### src/rtl/matrix_mult_pkg.sv
// Shared types and row-major offset helpers for the sequential matrix multiplier.
// Optional build macro used elsewhere: MULT_M_SIGNED_EN.
package matrix_mult_pkg;

  localparam int unsigned ELEM_W = 8;
  localparam int unsigned RES_W  = 16;

  typedef enum logic [0:0] {IDLE, RUN} state_e;

  function automatic int unsigned elem_off(input int unsigned i, input int unsigned j,
                                           input int unsigned ncol);
    return ELEM_W * (i * ncol + j);
  endfunction

  function automatic int unsigned res_off(input int unsigned i, input int unsigned j,
                                          input int unsigned ncol);
    return RES_W * (i * ncol + j);
  endfunction

endpackage

### src/rtl/matrix_multiplier_m_dot.sv
// Combinational dot product of one A row and one B column, truncated to RES_W bits.
// MULT_M_SIGNED_EN selects two's-complement operands; default is unsigned.
module mm_dot_product
  import matrix_mult_pkg::*;
#(
  parameter int unsigned dw  = 32,
  parameter int unsigned col = 4
) (
  input  logic [ELEM_W*col-1:0] row_vec,
  input  logic [ELEM_W*col-1:0] col_vec,
  output logic [RES_W-1:0]      dot
);

  logic [dw-1:0]    acc;
  logic [RES_W-1:0] ext_a;
  logic [RES_W-1:0] ext_b;
  logic [RES_W-1:0] prod;

  always_comb begin
    acc   = '0;
    ext_a = '0;
    ext_b = '0;
    prod  = '0;
    for (int unsigned k = 0; k < col; k++) begin
`ifdef MULT_M_SIGNED_EN
      ext_a = {{(RES_W-ELEM_W){row_vec[ELEM_W*k+ELEM_W-1]}}, row_vec[ELEM_W*k +: ELEM_W]};
      ext_b = {{(RES_W-ELEM_W){col_vec[ELEM_W*k+ELEM_W-1]}}, col_vec[ELEM_W*k +: ELEM_W]};
      prod  = ext_a * ext_b;
      acc   = acc + {{(dw-RES_W){prod[RES_W-1]}}, prod};
`else
      ext_a = {{(RES_W-ELEM_W){1'b0}}, row_vec[ELEM_W*k +: ELEM_W]};
      ext_b = {{(RES_W-ELEM_W){1'b0}}, col_vec[ELEM_W*k +: ELEM_W]};
      prod  = ext_a * ext_b;
      acc   = acc + {{(dw-RES_W){1'b0}}, prod};
`endif
    end
  end

  assign dot = acc[RES_W-1:0];

  // Upper accumulator bits only guard against internal overflow; the result wraps mod 2^16.
  logic unused_acc_hi;
  assign unused_acc_hi = ^acc[dw-1:RES_W];

endmodule

### src/rtl/matrix_multiplier_m.sv
// Sequential square-matrix multiplier: one result element per clock while busy_M is high.
// Signedness is chosen at build time by MULT_M_SIGNED_EN (undefined = unsigned).
module matrix_multiplier_m
  import matrix_mult_pkg::*;
#(
  parameter int unsigned dw  = 32,
  parameter int unsigned row = 4,
  parameter int unsigned col = 4
) (
  input  logic                       clk,
  input  logic                       n_reset,
  input  logic                       opcode,
  input  logic [ELEM_W*row*col-1:0]  in_A,
  input  logic [ELEM_W*row*col-1:0]  in_B,
  output logic [RES_W*row*col-1:0]   out_M,
  output logic                       busy_M
);

  localparam int unsigned NumElem = row * col;
  localparam int unsigned IdxW    = (NumElem > 1) ? $clog2(NumElem) : 1;

  state_e                        state_q, state_d;
  logic [IdxW-1:0]               idx_q;
  logic [ELEM_W*NumElem-1:0]     a_q, b_q;
  logic [RES_W*NumElem-1:0]      out_q;
  logic                          start, step, last;
  int unsigned                   cur_i, cur_j;
  logic [ELEM_W*col-1:0]         row_vec, col_vec;
  logic [RES_W-1:0]              dot;

  always_comb begin
    state_d = state_q;
    start   = 1'b0;
    step    = 1'b0;
    last    = (idx_q == IdxW'(NumElem - 1));
    unique case (state_q)
      IDLE: begin
        if (opcode) begin
          start   = 1'b1;
          state_d = RUN;
        end
      end
      RUN: begin
        step = 1'b1;
        if (last) state_d = IDLE;
      end
      default: state_d = IDLE;
    endcase
  end

  // Route row i of A and column j of B from the latched operands to the dot-product unit.
  always_comb begin
    cur_i   = 32'(idx_q) / col;
    cur_j   = 32'(idx_q) % col;
    row_vec = '0;
    col_vec = '0;
    for (int unsigned k = 0; k < col; k++) begin
      row_vec[ELEM_W*k +: ELEM_W] = a_q[elem_off(cur_i, k, col) +: ELEM_W];
      col_vec[ELEM_W*k +: ELEM_W] = b_q[elem_off(k, cur_j, col) +: ELEM_W];
    end
  end

  mm_dot_product #(
    .dw  (dw),
    .col (col)
  ) u_dot (
    .row_vec (row_vec),
    .col_vec (col_vec),
    .dot     (dot)
  );

  always_ff @(posedge clk or negedge n_reset) begin
    if (!n_reset) begin
      state_q <= IDLE;
      idx_q   <= '0;
      a_q     <= '0;
      b_q     <= '0;
      out_q   <= '0;
    end else begin
      state_q <= state_d;
      if (start) begin
        a_q   <= in_A;
        b_q   <= in_B;
        out_q <= '0;
        idx_q <= '0;
      end else if (step) begin
        out_q[res_off(cur_i, cur_j, col) +: RES_W] <= dot;
        idx_q <= idx_q + 1'b1;
      end
    end
  end

  assign out_M  = out_q;
  assign busy_M = (state_q == RUN);

endmodule

### config.mk
export PLATFORM = sky130hd
export DESIGN_NAME = matrix_multiplier_m
export DESIGN_NICKNAME = d
export VERILOG_FILES = /design/src/rtl/matrix_mult_pkg.sv /design/src/rtl/matrix_multiplier_m_dot.sv /design/src/rtl/matrix_multiplier_m.sv
export SDC_FILE = /design/constraint.sdc
export NUM_CORES = 1
export LEC_CHECK = 0
export BUFFER_PORTS_ARGS = -buffer_cell sky130_fd_sc_hd__buf_2
export CAP_MARGIN = 20
export CORE_MARGIN = 3
export CORE_UTILIZATION = 35
export DETAILED_ROUTE_END_ITERATION = 16
export GPL_TIMING_DRIVEN = 0
export MAX_ROUTING_LAYER = met4
export PLACE_DENSITY_LB_ADDON = 0.3
export SETUP_SLACK_MARGIN = 0.02
export SKIP_CTS_REPAIR_TIMING = 1
export SLEW_MARGIN = 40
export SYNTH_ARGS = -nofsm -noshare
export SYNTH_HDL_FRONTEND = slang
export SYNTH_SLANG_ARGS = --single-unit
### constraint.sdc
create_clock -name clk -period 8.65 [get_ports clk]
set_clock_uncertainty 0.2 [all_clocks]
set_input_delay 1.73 -clock clk [delete_from_list [all_inputs] [get_ports clk]]
set_output_delay 1.73 -clock clk [all_outputs]
set_load 0.05 [all_outputs]
==> results by stage <==
GRT:
- The initial antenna violation count is 1.
- After global routing the overflow that remains totals 0.
- The number of global-route vias before repair came to 24400.
- For this run, the total global-route usage over all layers was measured as 0.231.
- The wire length of the first global-routing pass is 152 mm.
- The maximum number of pins on one net before global-route repair is 72.

Routing:
- The via count is 23700.
- The first TritonRoute pass finished after 6 iterations.
- The post-detailed-routing wire length is 100 mm.
- The first-iteration detailed-routing DRC count is 1443.
- The routed wirelength normalized by instance count is 20.7 um.
- In the routed layout, each cell is associated on average with a via count of 4.90.
- The remaining routing DRC violations is 0.
- The residual antenna-violating net count after detailed routing is 0.

Die:
- The area enclosed by the die boundary is 0.0891 sq mm.
- 516 I/O pins were placed.
- The floorplan die width is 298 um.
- The row count is 106.
- The total area inside the core boundary comes to 0.0842 sq mm.
- Measured along the y axis, the die boundary spans 298 um.
- For this configuration, the core starts out at a cell density of 0.355.

Layout:
- The area added between synthesis and finish is 21.0%.
- The filler cell count is 8463.
- The most common cell after layout, fill and taps aside is nand2_1.
- In the final layout, the share of cells above drive strength 1 is 0.206.
- The number of nets in the layout is 4258.
- The multi-input combinational cells in the finished layout cover a total of 0.0153 sq mm.
- The final instance area is 0.0362 sq mm.
- The sequential cells in the finished layout cover a total of 0.0129 sq mm.
- The library cells used most frequently in the layout, excluding fill and tap cells, are nand2_1, buf_2, dfrtp_1.

Synthesis:
- The cell area that synthesis handed to floorplanning was 0.0299 sq mm.
- The number of different library cells used by synthesis comes to 51.
- Synthesis produced a netlist with a net count of 3671.
- A synthesized cell averages 9.75 sq um.
- The portion of the post-synthesis area used by sequential elements is 0.432.
- The post-synthesis async set-or-reset flop share is 1.00.
- During synthesis, Yosys emitted a total of 0 warnings.
- In the synthesized netlist the dominant register cell turns out to be dfrtp_1.
- Counting flops with a built-in enable in the synthesized netlist gives 0.
- After technology mapping, the gate count stands at 3071.
- The post-synthesis sequential element count is 517.

Critical path:
- The required time reported for the critical path endpoint is 8.98 ns.
- The category of the critical setup timing path is flip-flop to flip-flop.
- The worst setup path is launched from a flip-flop.
- In this run the worst path has a maximum fanout of 10.
- STA puts the critical path data arrival time at 8.60 ns.
- Tracing the worst setup path back leads to its startpoint at idx_q[2].
- The startpoint of the most critical register-to-register path is idx_q[2].
- STA classifies the critical path endpoint as a flip-flop.

Outcome:
- The run finished with clean final reports.

Clock network:
- The number of CTS-inserted buffers is 57.
- The number of sinks handled by clock tree synthesis is 517.
- The H-tree was split into 2 levels.
- The worst-case clock buffer depth is 3.
- The CTS root buffer is clkbuf_16.
- Clock-pin slew was measured on the worst setup and hold paths at 0.06 ns.
- The clock latency on the worst-skew pair is 0.63 ns.
- The CTS tree is built.

Timing:
- The upper clock frequency limit is 121 MHz.
- The clock period minus final worst setup slack is 8.27 ns.
- The transition time at the pin with the least slew margin is 0.981 ns.
- Summed over all failing endpoints, the final setup total negative slack is 0 ns.
- Setup repair after global routing could not meet its margin everywhere.
- The hold violation total from the final report is 0.
- The total of endpoints with negative setup slack in the final report is 0.
- Dividing the final minimum period by the clock period gives 0.956.
- Headroom to the max-slew limit came out at 0.341.
- The number of pins exceeding their max-slew limit in the final report is 0.

Placement:
- Summing all placed instances gives a cell area of 0.0342 sq mm.
- Detailed placement finished with a half-perimeter wire length of 79.1 mm.
- At the end of routability-driven placement, the weighted congestion stood at 0.884.
- The count of port buffers added during placement is 515.

Hold path:
- The path class of the lowest-slack min-delay path is flip-flop to flip-flop.
- The worst hold path begins at b_q[17].

Job:
- The count of maximum capacitance violations is 0.
synth_stat cells, drive strengths merged (29+ instances only):
library cell / n / area [sq um]
nand2: 1002 / 3760
dfrtp: 517 / 12900
inv: 309 / 1160
o21ai: 226 / 1170
fa: 218 / 4360
and2: 164 / 1030
nand3: 150 / 751
ha: 123 / 1540
clkbuf: 90 / 344
mux4: 64 / 1440
buf: 55 / 279
a22o: 29 / 254
layer usage:
layer	wire length, um	part of all wire	GRT usage	vias to the layer above
li1	-	-	-	10900
met4	3500	0.035	0.0754	0
met5	0	0	-	-
met2	49700	0.50	0.387	766
met1	41000	0.41	0.289	11800
met3	6060	0.060	0.0342	158
path summary, 6_finish.rpt:
check                              to  slack [ns]  depth (start not counted)
max reg2reg                 out_M[72]        0.38                         22
min reg2reg                   b_q[17]        0.27                          2
min                           b_q[17]        0.27                          2
max in group asynchronous     b_q[22]        5.23                          6
min in group asynchronous  out_M[125]        0.81                          1
max                         out_M[72]        0.38                         22
flip-flops by register name, indices dropped and copies added, names as in the netlist:
name and count:
b_q 128, out_M 256, busy_M 1, idx_q 4, a_q 128
logic make-up (layout without fill, tap and decap cells):
| logic type | Yosys count | after routing | share of synthesized area |
|---|---|---|---|
| buffers and inverters | 454 | 1084 | 0.0596 |
| AO/OA/AOI/OAI | 306 | 306 | 0.0599 |
| AND/OR/NAND/NOR | 1360 | 1360 | 0.194 |
| multiplexers | 68 | 68 | 0.0499 |
| XOR/XNOR | 25 | 25 | 0.00731 |
| other | 0 | 3 | 0 |
| flip-flops | 517 | 517 | 0.432 |
| adder cells (fa/ha/maj) | 341 | 341 | 0.197 |
critical path: stages (launching register included):
cell and delay, ns:
dfrtp_1 0.32, buf_2 0.17, buf_6 0.24, buf_6 0.26, mux4_2 0.69, and2_1 0.22
fa_1 0.53, inv_1 0.05, fa_1 0.49, fa_1 0.52, fa_1 0.51, inv_1 0.05
fa_1 0.55, fa_1 0.43, fa_1 0.52, fa_1 0.42, ha_1 0.38, o21ai_0 0.14
o21bai_1 0.14, a21oi_1 0.11, xnor2_2 0.65, nand2_1 0.28, o21ai_0 0.26
metrics by stage:
stage / setup WS [ns] / instances / hold slack, ns / utilization
floorplan: 1.11 / 3071 / 0.240 / -
global placement: -5.45 / 4720 / 0.253 / 0.403
detailed placement: -0.333 / 4727 / 0.257 / 0.406
CTS: -0.340 / 4829 / 0.272 / 0.428
global route: -0.00253 / 4836 / 0.282 / 0.430
finish: 0.383 / 4838 / 0.269 / 0.430
layout make-up:
cell class | instances | share of cell area
Timing Repair Buffer | 528 | 0.0780
Sequential cell | 517 | 0.357
Clock buffer | 89 | 0.0469
Antenna cell | 3 | 0.000207
Inverter | 309 | 0.0320
Clock inverter | 13 | 0.00446
Tap cell | 1134 | 0.0392
Buffer | 145 | 0.0188
Multi-Input combinational cell | 2100 | 0.423
Power is left out: the tool's default activity adds up to more than one toggle a clock period on the data nets, which glitch-free logic cannot reach.
